--- src/rtl/kamus_csr_file.sv ---
// Machine-mode CSR file: storage, CSRRW/RS/RC commit, 64-bit cycle/instret/timecmp
// counters, trap/mret bookkeeping and interrupt request generation.
module kamus_csr_file #(
    parameter logic [31:0] RESET_MTVEC = 32'h0000_0000,
    parameter logic [31:0] HART_ID     = 32'd0,
    parameter logic [31:0] MISA_VALUE  = 32'h4000_0100
) (
    input  logic        clk_i,
    input  logic        rst_ni,
    input  logic [11:0] csr_addr_i,
    output logic [31:0] csr_rdata_o,
    input  logic        csr_we_i,
    input  logic [1:0]  csr_op_i,
    input  logic [31:0] csr_wdata_i,
    output logic        csr_illegal_o,
    input  logic        retire_i,
    input  logic        trap_i,
    input  logic [31:0] trap_cause_i,
    input  logic [31:0] trap_pc_i,
    input  logic [31:0] trap_val_i,
    input  logic        mret_i,
    input  logic        irq_ext_i,
    input  logic        irq_sw_i,
    output logic [31:0] mtvec_o,
    output logic [31:0] mepc_o,
    output logic        irq_pending_o,
    output logic [31:0] irq_cause_o
);

    localparam logic [1:0] OP_RW = 2'b01;
    localparam logic [1:0] OP_RS = 2'b10;
    localparam logic [1:0] OP_RC = 2'b11;

    localparam logic [11:0] A_MSTATUS  = 12'h300;
    localparam logic [11:0] A_MISA     = 12'h301;
    localparam logic [11:0] A_MIE      = 12'h304;
    localparam logic [11:0] A_MTVEC    = 12'h305;
    localparam logic [11:0] A_MSCRATCH = 12'h340;
    localparam logic [11:0] A_MEPC     = 12'h341;
    localparam logic [11:0] A_MCAUSE   = 12'h342;
    localparam logic [11:0] A_MTVAL    = 12'h343;
    localparam logic [11:0] A_MIP      = 12'h344;
    localparam logic [11:0] A_MCYCLE   = 12'hB00;
    localparam logic [11:0] A_MCYCLEH  = 12'hB80;
    localparam logic [11:0] A_MINSTR   = 12'hB02;
    localparam logic [11:0] A_MINSTRH  = 12'hB82;
    localparam logic [11:0] A_TCMP     = 12'h7C0;
    localparam logic [11:0] A_TCMPH    = 12'h7C1;

    localparam logic [31:0] MIE_MASK = 32'h0000_0888;

    logic        mstatus_mie, mstatus_mpie;
    logic [31:0] mie_q, mtvec_q, mscratch_q, mepc_q, mcause_q, mtval_q;
    logic [63:0] cycles, instret, timecmp;
    logic [63:0] cycles_n, instret_n;

    logic        mtip;
    logic [31:0] mip, pend;
    logic        mapped, read_only, wr_intent, do_write;
    logic [31:0] wval;

    assign mtip = (cycles >= timecmp);
    assign mip  = {20'b0, irq_ext_i, 3'b0, mtip, 3'b0, irq_sw_i, 3'b0};

    always_comb begin
        csr_rdata_o = 32'h0;
        mapped      = 1'b1;
        unique case (csr_addr_i)
            A_MSTATUS:            csr_rdata_o = {19'b0, 2'b11, 3'b0, mstatus_mpie, 3'b0, mstatus_mie, 3'b0};
            A_MISA:               csr_rdata_o = MISA_VALUE;
            A_MIE:                csr_rdata_o = mie_q;
            A_MTVEC:              csr_rdata_o = mtvec_q;
            A_MSCRATCH:           csr_rdata_o = mscratch_q;
            A_MEPC:               csr_rdata_o = mepc_q;
            A_MCAUSE:             csr_rdata_o = mcause_q;
            A_MTVAL:              csr_rdata_o = mtval_q;
            A_MIP:                csr_rdata_o = mip;
            A_MCYCLE,  12'hC00,
            12'hC01:              csr_rdata_o = cycles[31:0];
            A_MCYCLEH, 12'hC80,
            12'hC81:              csr_rdata_o = cycles[63:32];
            A_MINSTR,  12'hC02:   csr_rdata_o = instret[31:0];
            A_MINSTRH, 12'hC82:   csr_rdata_o = instret[63:32];
            A_TCMP:               csr_rdata_o = timecmp[31:0];
            A_TCMPH:              csr_rdata_o = timecmp[63:32];
            12'hF11, 12'hF12,
            12'hF13:              csr_rdata_o = 32'h0;
            12'hF14:              csr_rdata_o = HART_ID;
            default:              mapped = 1'b0;
        endcase
    end

    // Set/clear with a zero operand is a pure read, so it may target read-only space.
    assign read_only     = (csr_addr_i[11:10] == 2'b11);
    assign wr_intent     = (csr_op_i == OP_RW) || (csr_op_i != 2'b00 && csr_wdata_i != 32'h0);
    assign csr_illegal_o = csr_we_i && (!mapped || (read_only && wr_intent));
    assign do_write      = csr_we_i && !csr_illegal_o && csr_op_i != 2'b00 && !trap_i && !mret_i;

    always_comb begin
        unique case (csr_op_i)
            OP_RS:   wval = csr_rdata_o | csr_wdata_i;
            OP_RC:   wval = csr_rdata_o & ~csr_wdata_i;
            default: wval = csr_wdata_i;
        endcase
    end

    // A written half takes the write data; the other half keeps the carry from the old value.
    always_comb begin
        cycles_n  = cycles + 64'd1;
        instret_n = instret + {63'b0, retire_i};
        if (do_write && csr_addr_i == A_MCYCLE)  cycles_n[31:0]   = wval;
        if (do_write && csr_addr_i == A_MCYCLEH) cycles_n[63:32]  = wval;
        if (do_write && csr_addr_i == A_MINSTR)  instret_n[31:0]  = wval;
        if (do_write && csr_addr_i == A_MINSTRH) instret_n[63:32] = wval;
    end

    always_ff @(posedge clk_i or negedge rst_ni) begin
        if (!rst_ni) begin
            cycles  <= 64'h0;
            instret <= 64'h0;
        end else begin
            cycles  <= cycles_n;
            instret <= instret_n;
        end
    end

    always_ff @(posedge clk_i or negedge rst_ni) begin
        if (!rst_ni) begin
            mstatus_mie  <= 1'b0;
            mstatus_mpie <= 1'b0;
            mie_q        <= 32'h0;
            mtvec_q      <= RESET_MTVEC & ~32'h3;
            mscratch_q   <= 32'h0;
            mepc_q       <= 32'h0;
            mcause_q     <= 32'h0;
            mtval_q      <= 32'h0;
            timecmp      <= 64'hFFFF_FFFF_FFFF_FFFF;
        end else if (trap_i) begin
            mepc_q       <= trap_pc_i & ~32'h3;
            mcause_q     <= trap_cause_i;
            mtval_q      <= trap_val_i;
            mstatus_mpie <= mstatus_mie;
            mstatus_mie  <= 1'b0;
        end else if (mret_i) begin
            mstatus_mie  <= mstatus_mpie;
            mstatus_mpie <= 1'b1;
        end else if (do_write) begin
            unique case (csr_addr_i)
                A_MSTATUS: begin
                    mstatus_mie  <= wval[3];
                    mstatus_mpie <= wval[7];
                end
                A_MIE:      mie_q          <= wval & MIE_MASK;
                A_MTVEC:    mtvec_q        <= wval & ~32'h3;
                A_MSCRATCH: mscratch_q     <= wval;
                A_MEPC:     mepc_q         <= wval & ~32'h3;
                A_MCAUSE:   mcause_q       <= wval;
                A_MTVAL:    mtval_q        <= wval;
                A_TCMP:     timecmp[31:0]  <= wval;
                A_TCMPH:    timecmp[63:32] <= wval;
                default: ;
            endcase
        end
    end

    assign mtvec_o       = mtvec_q;
    assign mepc_o        = mepc_q;
    assign pend          = mip & mie_q;
    assign irq_pending_o = mstatus_mie && (pend != 32'h0);

    always_comb begin
        irq_cause_o = 32'h8000_0000;
        if (pend[11])     irq_cause_o = 32'h8000_000B;
        else if (pend[3]) irq_cause_o = 32'h8000_0003;
        else if (pend[7]) irq_cause_o = 32'h8000_0007;
    end

endmodule
--- config.mk ---
export PLATFORM = sky130hd
export DESIGN_NAME = kamus_csr_file
export DESIGN_NICKNAME = d
export VERILOG_FILES = /design/src/rtl/kamus_csr_file.sv
export SDC_FILE = /design/constraint.sdc
export NUM_CORES = 1
export LEC_CHECK = 0
export BUFFER_PORTS_ARGS = -buffer_cell sky130_fd_sc_hd__buf_2
export CORE_ASPECT_RATIO = 1.1
export CORE_MARGIN = 3
export CORE_UTILIZATION = 50
export CTS_CLUSTER_SIZE = 10
export DETAILED_ROUTE_END_ITERATION = 8
export HOLD_SLACK_MARGIN = 0.05
export PLACE_DENSITY_LB_ADDON = 0.08
export SYNTH_ARGS = -nofsm -noshare
export SYNTH_HDL_FRONTEND = slang
export SYNTH_SLANG_ARGS = --single-unit
--- constraint.sdc ---
create_clock -name clk_i -period 7.8 [get_ports clk_i]
set_input_delay 1.95 -clock clk_i [delete_from_list [all_inputs] [get_ports clk_i]]
set_output_delay 1.95 -clock clk_i [all_outputs]
set_load 0.05 [all_outputs]
# After elaboration in Yosys (flattened, before gate mapping)
# Index checks and enable logic that the tools add are counted.
# Widths: inputs -> output; s select.
[op_classes] add_sub_neg=2 magnitude_cmp=1 n_eq_ne=30 mux=30 bitwise_logic=6 n_reduce_logical=41
[ops] operator="$mux 32" n=16
[ops] operator="$pmux 32 s15" n=1
[ops] operator="$eq 12x12->1 const B" n=14
[ops] operator="$eq 12x10->1 const B" n=9
[ops] operator="$add 64x1->64" n=1
[ops] operator="$add 64x1->64 const B" n=1
[ops] operator="$ge 64x64->1" n=1
[ops] operator="$pmux 32 s2" n=1
[ops] operator="$reduce_bool 32->1" n=2
[ops] operator="$and 32x32->32" n=1
[ops] operator="$not 32->32" n=1
[ops] operator="$or 32x32->32" n=1
[ops] operator="$reduce_or 25->1" n=1
[ops] operator="$eq 12x11->1 const B" n=2
[ops] operator="$reduce_and 4->1" n=5
[ops] operator="$and 12x12->12" n=1
[ops] operator="$logic_and 1x1->1" n=12
[ops] operator="$reduce_bool 2->1" n=5
[ops] operator="$mux 1" n=9
[ops] operator="$reduce_and 3->1" n=3
[ops] operator="$eq 2x2->1 const B" n=3
[ops] operator="$mux 3" n=2
[ops] operator="$reduce_bool 3->1" n=2
[ops] operator="$reduce_or 3->1" n=2
[ops] operator="other kinds (8)" n=14
[word_totals] regBits=355 word_cells=122

# Longest topological paths before layout
# Gate-level depths: netlist (run 1).
[depth] word_depth=14 ltp_mapped=12 depth_no_buf=10

# Least setup slack after synthesis (run 1)
# OpenSTA, ideal clock, no wires.
[synth_timing] kind="input-to-output" from="in csr_addr_i[1]" to="out csr_rdata_o[8]" arrival_time_ns=4.143 required_time_ns=5.850 slack_ns=1.707 stages=6 cell_sequence="or4_1 clkbuf_1 a21o_1 a21o_1 buf_2 o2111ai_1"
[synth_between] elab_chain_len=3 word_cells_on_any_way=26
[synth_lines] element="start, declared" line_no="10" text="input logic [11:0] csr_addr_i,"
[synth_lines] element="$eq 12x12->1" line_no="68" text="unique case (csr_addr_i)"
[synth_lines] element="$reduce_or 3->1 / $reduce_or 2->1 (equally long branches)"
[synth_lines] element="$pmux 32 s15 (*)" line_no="68"
[synth_lines] element="end, declared" line_no="11" text="output logic [31:0] csr_rdata_o,"
# Mark *: on every way between the ends. The rest lies on a longest branch, timed or not.

# Final worst setup path (run 1)
[layout_timing] from="in csr_addr_i[7]" to="out csr_rdata_o[8]"
# Same word-level chain as after synthesis.

==> flow_summary.json, run 1 <==
{
  "worstPathRequired_ns": 5.85,
  "synth_edf_count": 0,
  "ys_warn_count": 0,
  "r2r-end": "mtval_q[7]",
  "start_util_pct": 51.0,
  "synthTopCellsByArea": "dfrtp_1 33%, dfstp_2 7.7%, nand2_1 5.4%",
  "synth_top_family_by_area": "compound AO/OA/AOI/OAI gates",
  "startpoint_type": "input pin",
  "synth.most_common_cell": "nand2_1",
  "cts_buffers": 42,
  "drt-initial-drc-count": 1684,
  "r2r_cells": 11,
  "synthMuxAreaShare_pct": 4.76,
  "finalHoldViolCount": 0,
  "hold_ws_ns": 0.495,
  "ys_seq_area_share_pct": 41.0,
  "port_buffers": 245,
  "drtPass1Iterations": 7,
  "top_layer": "met5",
  "grt_pass1_wl_um": 118000,
  "p_comb_share_pct": 10.5,
  "synth_top_area_share_pct": 33.3,
  "p_clk_share_pct": 43.7,
  "setup_viol": 0,
  "power.leakage_nw": 11.0,
  "met3WireLength_um": 6220,
  "finalCritPeriodShare_pct": 85.3,
  "grt_max_degree": 157,
  "cts-hold-fix-buffers": 0,
  "wl_per_cell_um": 25.6,
  "period_minus_slack_ns": 6.65,
  "cts_tree": "yes",
  "relSlewSlack_pct": 21.7,
  "wl_met1_um": 32700,
  "nNetsFinal": 2721,
  "ant_nets": 0,
  "seq_power_share_pct": 45.9,
  "synthSimpleGateAreaFrac_pct": 17.0,
  "dr_total_vias": 19196,
  "ys_types": 77,
  "ys_top_cells_by_count": "312 x nand2_1, 289 x dfrtp_1, 174 x nor2_1",
  "crit_path_end_kind": "output port",
  "p_int_mw": 3.08,
  "synthAdderAreaFrac_pct": 3.85,
  "clock_path_buffers": 3,
  "clk_pin_slew_ns": 0.06,
  "p_sw_share_pct": 28.0,
  "min_to": "timecmp[0]",
  "dp_hpwl_um": 55400,
  "synth_compound_area_share_pct": 20.0,
  "synth-xor-area-share_pct": 4.99,
  "drt_wl_total_um": 79400,
  "hp-start": "timecmp[0]",
  "postSynthAreaPerCell_um2": 9.32,
  "globalplace.congestion": 0.973,
  "criticalPathCategory": "input pin to output port",
  "rsz0062_at_grt": "false",
  "drc": 0,
  "outcome": "finished, final reports clean",
  "cts_setup_buffers": 0,
  "hp-class": "flop to flop",
  "regToRegSetupSlack_ns": 3.55,
  "syn_to_final_growth_pct": 11.9,
  "cts-htree-levels": 2,
  "fin_skew_ns": 0.0211,
  "antenna_found_initial": 2,
  "io_pins": 280,
  "ir_drop_mv": 0.138,
  "synthCells": 2333,
  "synth-seq-cells": 353,
  "fillers": 3931,
  "yosys.area.top_type": "dfrtp_1",
  "multiInputGateArea_um2": 11200,
  "maxSlewViolCount": 0,
  "reg2reg_from": "cycles[0]",
  "async_flop_share_pct": 100,
  "maxCapViolations": 0,
  "dr_wl_met2_um": 36500,
  "viasPerCell": 6.18,
  "fmax_mhz": 150,
  "grt_overflow": 0,
  "worst_slew_pin_slew_ns": 1.16,
  "cts_sinks": 353,
  "grt_usage_pct": 33.9,
  "die_h_um": 225,
  "root_buffer": "clkbuf_16",
  "final_core_utilization_pct": 57.1,
  "synthFlopType": "dfrtp_1",
  "grt_pass1_vias": 18555,
  "fp.dieArea_um2": 46000,
  "synth_area_um2": 21700,
  "switchingPower_mw": 1.20,
  "clk_latency_ns": 0.58,
  "rows": 79,
  "worstPathArrival_ns": 4.70,
  "cp_max_fo": 31,
  "tns_ns": 0,
  "seq_area_um2": 8910,
  "hold_depth": 2,
  "fp.dieW_um": 205,
  "cts_resized": 0,
  "powerDensity_nw_per_um2": 176,
  "drive_gt1_share_pct": 23.2,
  "core_um2": 42600
}
[final cells by class]
| type | instances | share of cell area, % |
|---|---|---|
| multi-input combinational | 1665 | 46.1 |
| clock buffer | 73 | 4.84 |
| clock inverter | 5 | 0.293 |
| antenna | 1 | 0.0103 |
| sequential | 353 | 36.6 |
| inverter | 141 | 2.17 |
| timing repair buffer | 301 | 7.02 |
| tap | 567 | 2.91 |
[power groups by stage]
| stage | clock network, mW | registers (mW) | logic, mW |
|---|---|---|---|
| floorplan | 0 | 2.01 | 0.242 |
| global placement | 0 | 1.99 | 0.440 |
| detailed placement | 0 | 1.99 | 0.446 |
| CTS | 1.89 | 1.96 | 0.447 |
| global route | 1.96 | 1.96 | 0.481 |
| finish | 1.87 | 1.96 | 0.447 |
[worst max-delay path by stage]
stage | start | to | slack, ns | cells after the start
after detailed placement | csr_addr_i[7] | csr_rdata_o[8] | 1.23 | 8
after floorplan | csr_addr_i[1] | csr_rdata_o[8] | 1.71 | 6
after CTS | csr_addr_i[7] | csr_rdata_o[8] | 1.23 | 8
after global routing | csr_addr_i[7] | csr_rdata_o[12] | 1.12 | 9
after global placement | csr_addr_i[7] | csr_rdata_o[12] | 1.22 | 9
final | csr_addr_i[7] | csr_rdata_o[8] | 1.15 | 8
[per-layer routing]
layer	vias up	global-route usage [%]
met5	-	0
met4	2	14.7
met3	193	5.40
met2	872	54.4
met1	9495	45.6
li1	8634	-
[kinds of logic (layout without fill, tap and decap cells)]
kind of cell    Yosys count  after routing
simple gates            771            771
compound gates          568            568
flops                   353            353
buf+inv                 345            520
xor+xnor                124            124
mux                     103            103
fa+ha+maj                67             67
other cells               2             33
[registers in the layout, indices dropped and copies added, names as in the netlist]
name          count
timecmp          64
mscratch_q       32
cycles           64
mstatus_mpie      1
instret          64
mtvec_o          30
mie_q             3
mstatus_mie       1
mepc_o           30
mcause_q         32
mtval_q          32
[critical path: stages]
cell and delay, ns:
buf_2 0.33, or4b_2 0.75, a211oi_4 0.20, buf_4 0.50, a22o_1 0.32, a221oi_1 0.07
o2111ai_1 0.20, buf_2 0.34
[metrics by stage]
stage                     total power [mW]  area, um2  std cells  worst slack [ns]
after global routing                  4.41      24300       3105              1.12
after floorplan                       2.26      21900       2363              1.71
after CTS                             4.29      24300       3105              1.23
final                                 4.27      24300       3106              1.15
after global placement                2.43      23100       3027              1.22
after detailed placement              2.43      23100       3027              1.23
[cells in the final DEF, fill, tap and decap left out, types with 64 or more instances in the layout]
cell type and instances:
ha_1 67, dfstp_2 64, nor2_1 173, a21oi_2 113
mux2i_1 99, dfrtp_1 289, nand2_1 311, a21oi_1 76
a22oi_1 77, o211ai_1 76, inv_1 141, xnor2_1 91
buf_2 243
Power figures use the tool's default switching activity.
==> inputs of run 2 (changes only) <==
--- a/config.mk
+++ b/config.mk
@@ -8,7 +8,7 @@
 export BUFFER_PORTS_ARGS = -buffer_cell sky130_fd_sc_hd__buf_2
 export CORE_ASPECT_RATIO = 1.1
 export CORE_MARGIN = 3
-export CORE_UTILIZATION = 50
+export CORE_UTILIZATION = 60
 export CTS_CLUSTER_SIZE = 10
 export DETAILED_ROUTE_END_ITERATION = 8
 export HOLD_SLACK_MARGIN = 0.05
==> run 2 against run 1 <==
Net effect: combinational power barely moved; clock skew fell by 0.0066 ns; fmax fell by 5.6%; worst setup slack got worse by 0.40 ns; die area fell by 16%; critical path depth did not move; total power fell by 0.90%; clock power fell by 2%; sequential cell count did not move; non-clock buffer count fell by 3; design area fell by 0.68%.
==> flow_summary.json, run 2 (same netlist as run 1, synthesis figures left out) <==
{
  "period_minus_slack_ns": 7.05,
  "clk_pin_slew_ns": 0.06,
  "crit_family": "buffers and inverters",
  "worstPathRequired_ns": 5.85,
  "hp-start": "timecmp[29]",
  "crit_buf_inv": 4,
  "grt_pass1_vias": 19078,
  "drive_gt1_share_pct": 23.1,
  "viasPerCell": 6.53,
  "grt_usage_pct": 39.2,
  "layout_common_cells": "311 x nand2_1, 289 x dfrtp_1, 243 x buf_2",
  "port_buffers": 245,
  "root_buffer": "clkbuf_16",
  "seq_power_share_pct": 46.3,
  "dp_slack_ns": 0.908,
  "r2r-end": "mstatus_mpie",
  "grt_max_degree": 155,
  "rows": 72,
  "ir_drop_mv": 0.160,
  "wl_per_cell_um": 25.4,
  "p_sw_share_pct": 27.7,
  "clock_path_buffers": 3,
  "power.leakage_nw": 11.0,
  "outcome": "finished, final reports clean",
  "cts-htree-levels": 2,
  "min_to": "timecmp[29]",
  "regToRegSetupSlack_ns": 3.26,
  "p_clk_share_pct": 43.2,
  "crit_path_end_kind": "output port",
  "grt_overflow": 0,
  "finalHoldViolCount": 0,
  "fmax_mhz": 142,
  "antenna_found_initial": 1,
  "hold_depth": 2,
  "worstPathArrival_ns": 5.10,
  "drt_wl_total_um": 76600,
  "criticalPathCategory": "input pin to output port",
  "grt_pass1_wl_um": 116000,
  "r2r_cells": 8,
  "crit_chain": "buf_2 -> buf_4 -> or4b_1 -> a211oi_4 -> buf_4 -> a22oi_1 -> nand4_1 -> buf_2",
  "nNetsFinal": 2718,
  "io_pins": 280,
  "setup_viol": 0,
  "startpoint_type": "input pin",
  "globalplace.congestion": 1.00,
  "worst_slew_pin_slew_ns": 1.28,
  "num_antenna_cells": 0,
  "fin_ws_ns": 0.753,
  "cts-hold-fix-buffers": 0,
  "core_um2": 35500,
  "crit_slowest_cell": "a211oi_4",
  "cts_sinks": 353,
  "reg.largest.list": "cycles (64), instret (64), timecmp (64)",
  "finalCritPeriodShare_pct": 90.4,
  "start_util_pct": 61.3,
  "fp.dieArea_um2": 38600,
  "syn_to_final_growth_pct": 11.2,
  "cts_buffers": 42,
  "cts_resized": 0,
  "drc": 0,
  "maxSlewViolCount": 0,
  "powerDensity_nw_per_um2": 175,
  "rsz0062_at_grt": "false",
  "relSlewSlack_pct": 14.4,
  "tns_ns": 0,
  "fp.dieW_um": 188,
  "p_comb_share_pct": 10.5,
  "cts_tree": "yes",
  "drt-initial-drc-count": 2022,
  "ant_nets": 0,
  "die_h_um": 206,
  "fin_skew_ns": 0.0146,
  "dp_hpwl_um": 53100,
  "slowest_delay_ns": 0.76,
  "p_int_mw": 3.06,
  "reg2reg_from": "timecmp[63]",
  "clk_latency_ns": 0.57,
  "switchingPower_mw": 1.17,
  "cp_max_fo": 24,
  "maxCapViolations": 0,
  "hp-class": "flop to flop",
  "drtPass1Iterations": 7,
  "final_common_cell": "nand2_1",
  "dr_total_vias": 19668,
  "cts_setup_buffers": 0
}
## run 2: worst max path at each step
stage                             start               to  depth (start not counted)
after floorplan           csr_addr_i[1]   csr_rdata_o[8]                          6
after global placement    csr_addr_i[0]  csr_rdata_o[26]                          8
after detailed placement  csr_addr_i[0]  csr_rdata_o[26]                          8
after CTS                 csr_addr_i[0]  csr_rdata_o[26]                          8
after global routing      csr_addr_i[0]  csr_rdata_o[25]                          8
final                     csr_addr_i[0]  csr_rdata_o[26]                          8
## run 2: power by group through the flow
stage          registers (mW)  logic, mW  clock network [mW]
2_1_floorplan            2.01      0.242                   0
3_3_place_gp             1.99      0.432                   0
3_5_place_dp             1.99      0.442                   0
4_1_cts                  1.96      0.442                1.83
5_1_grt                  1.96      0.479                1.91
6_report                 1.96      0.446                1.83
## run 2: worst reg2reg max path, stage by stage, from the launching register on
cell      delay [ns]
dfstp_2         0.53
inv_1           0.08
ha_1            0.30
nand4_1         0.23
nor4_1          0.69
nand4b_1        0.24
o311ai_1        1.06
a41oi_2         0.83
a221oi_1        0.47
## run 2: layer usage
metal	routed length [um]	vias up	GRT usage (%)
met3	7440	271	6.47
met1	29500	9564	51.3
met2	34400	1203	62.0
met4	5220	2	22.9
li1	-	8628	-
met5	11	-	0
## run 2: cell type report
cell class                 instances  area [um2]
timing repair buffer             298        1670
sequential                       353        8910
clock inverter                     4        56.3
tap                              481         602
multi-input combinational       1665       11200
clock buffer                      72        1160
fill                            3052       11300
inverter                         141         529
## run 2: metrics by stage
stage	power (mW)	hold WS [ns]	cell area, um2	cells	util, %
2_1_floorplan	2.26	0.453	21900	2363	-
3_3_place_gp	2.42	0.478	23000	2938	64.7
3_5_place_dp	2.43	0.490	23000	2938	64.7
4_1_cts	4.23	0.499	24200	3014	68.1
5_1_grt	4.35	0.518	24200	3014	68.1
6_report	4.23	0.501	24200	3014	68.1
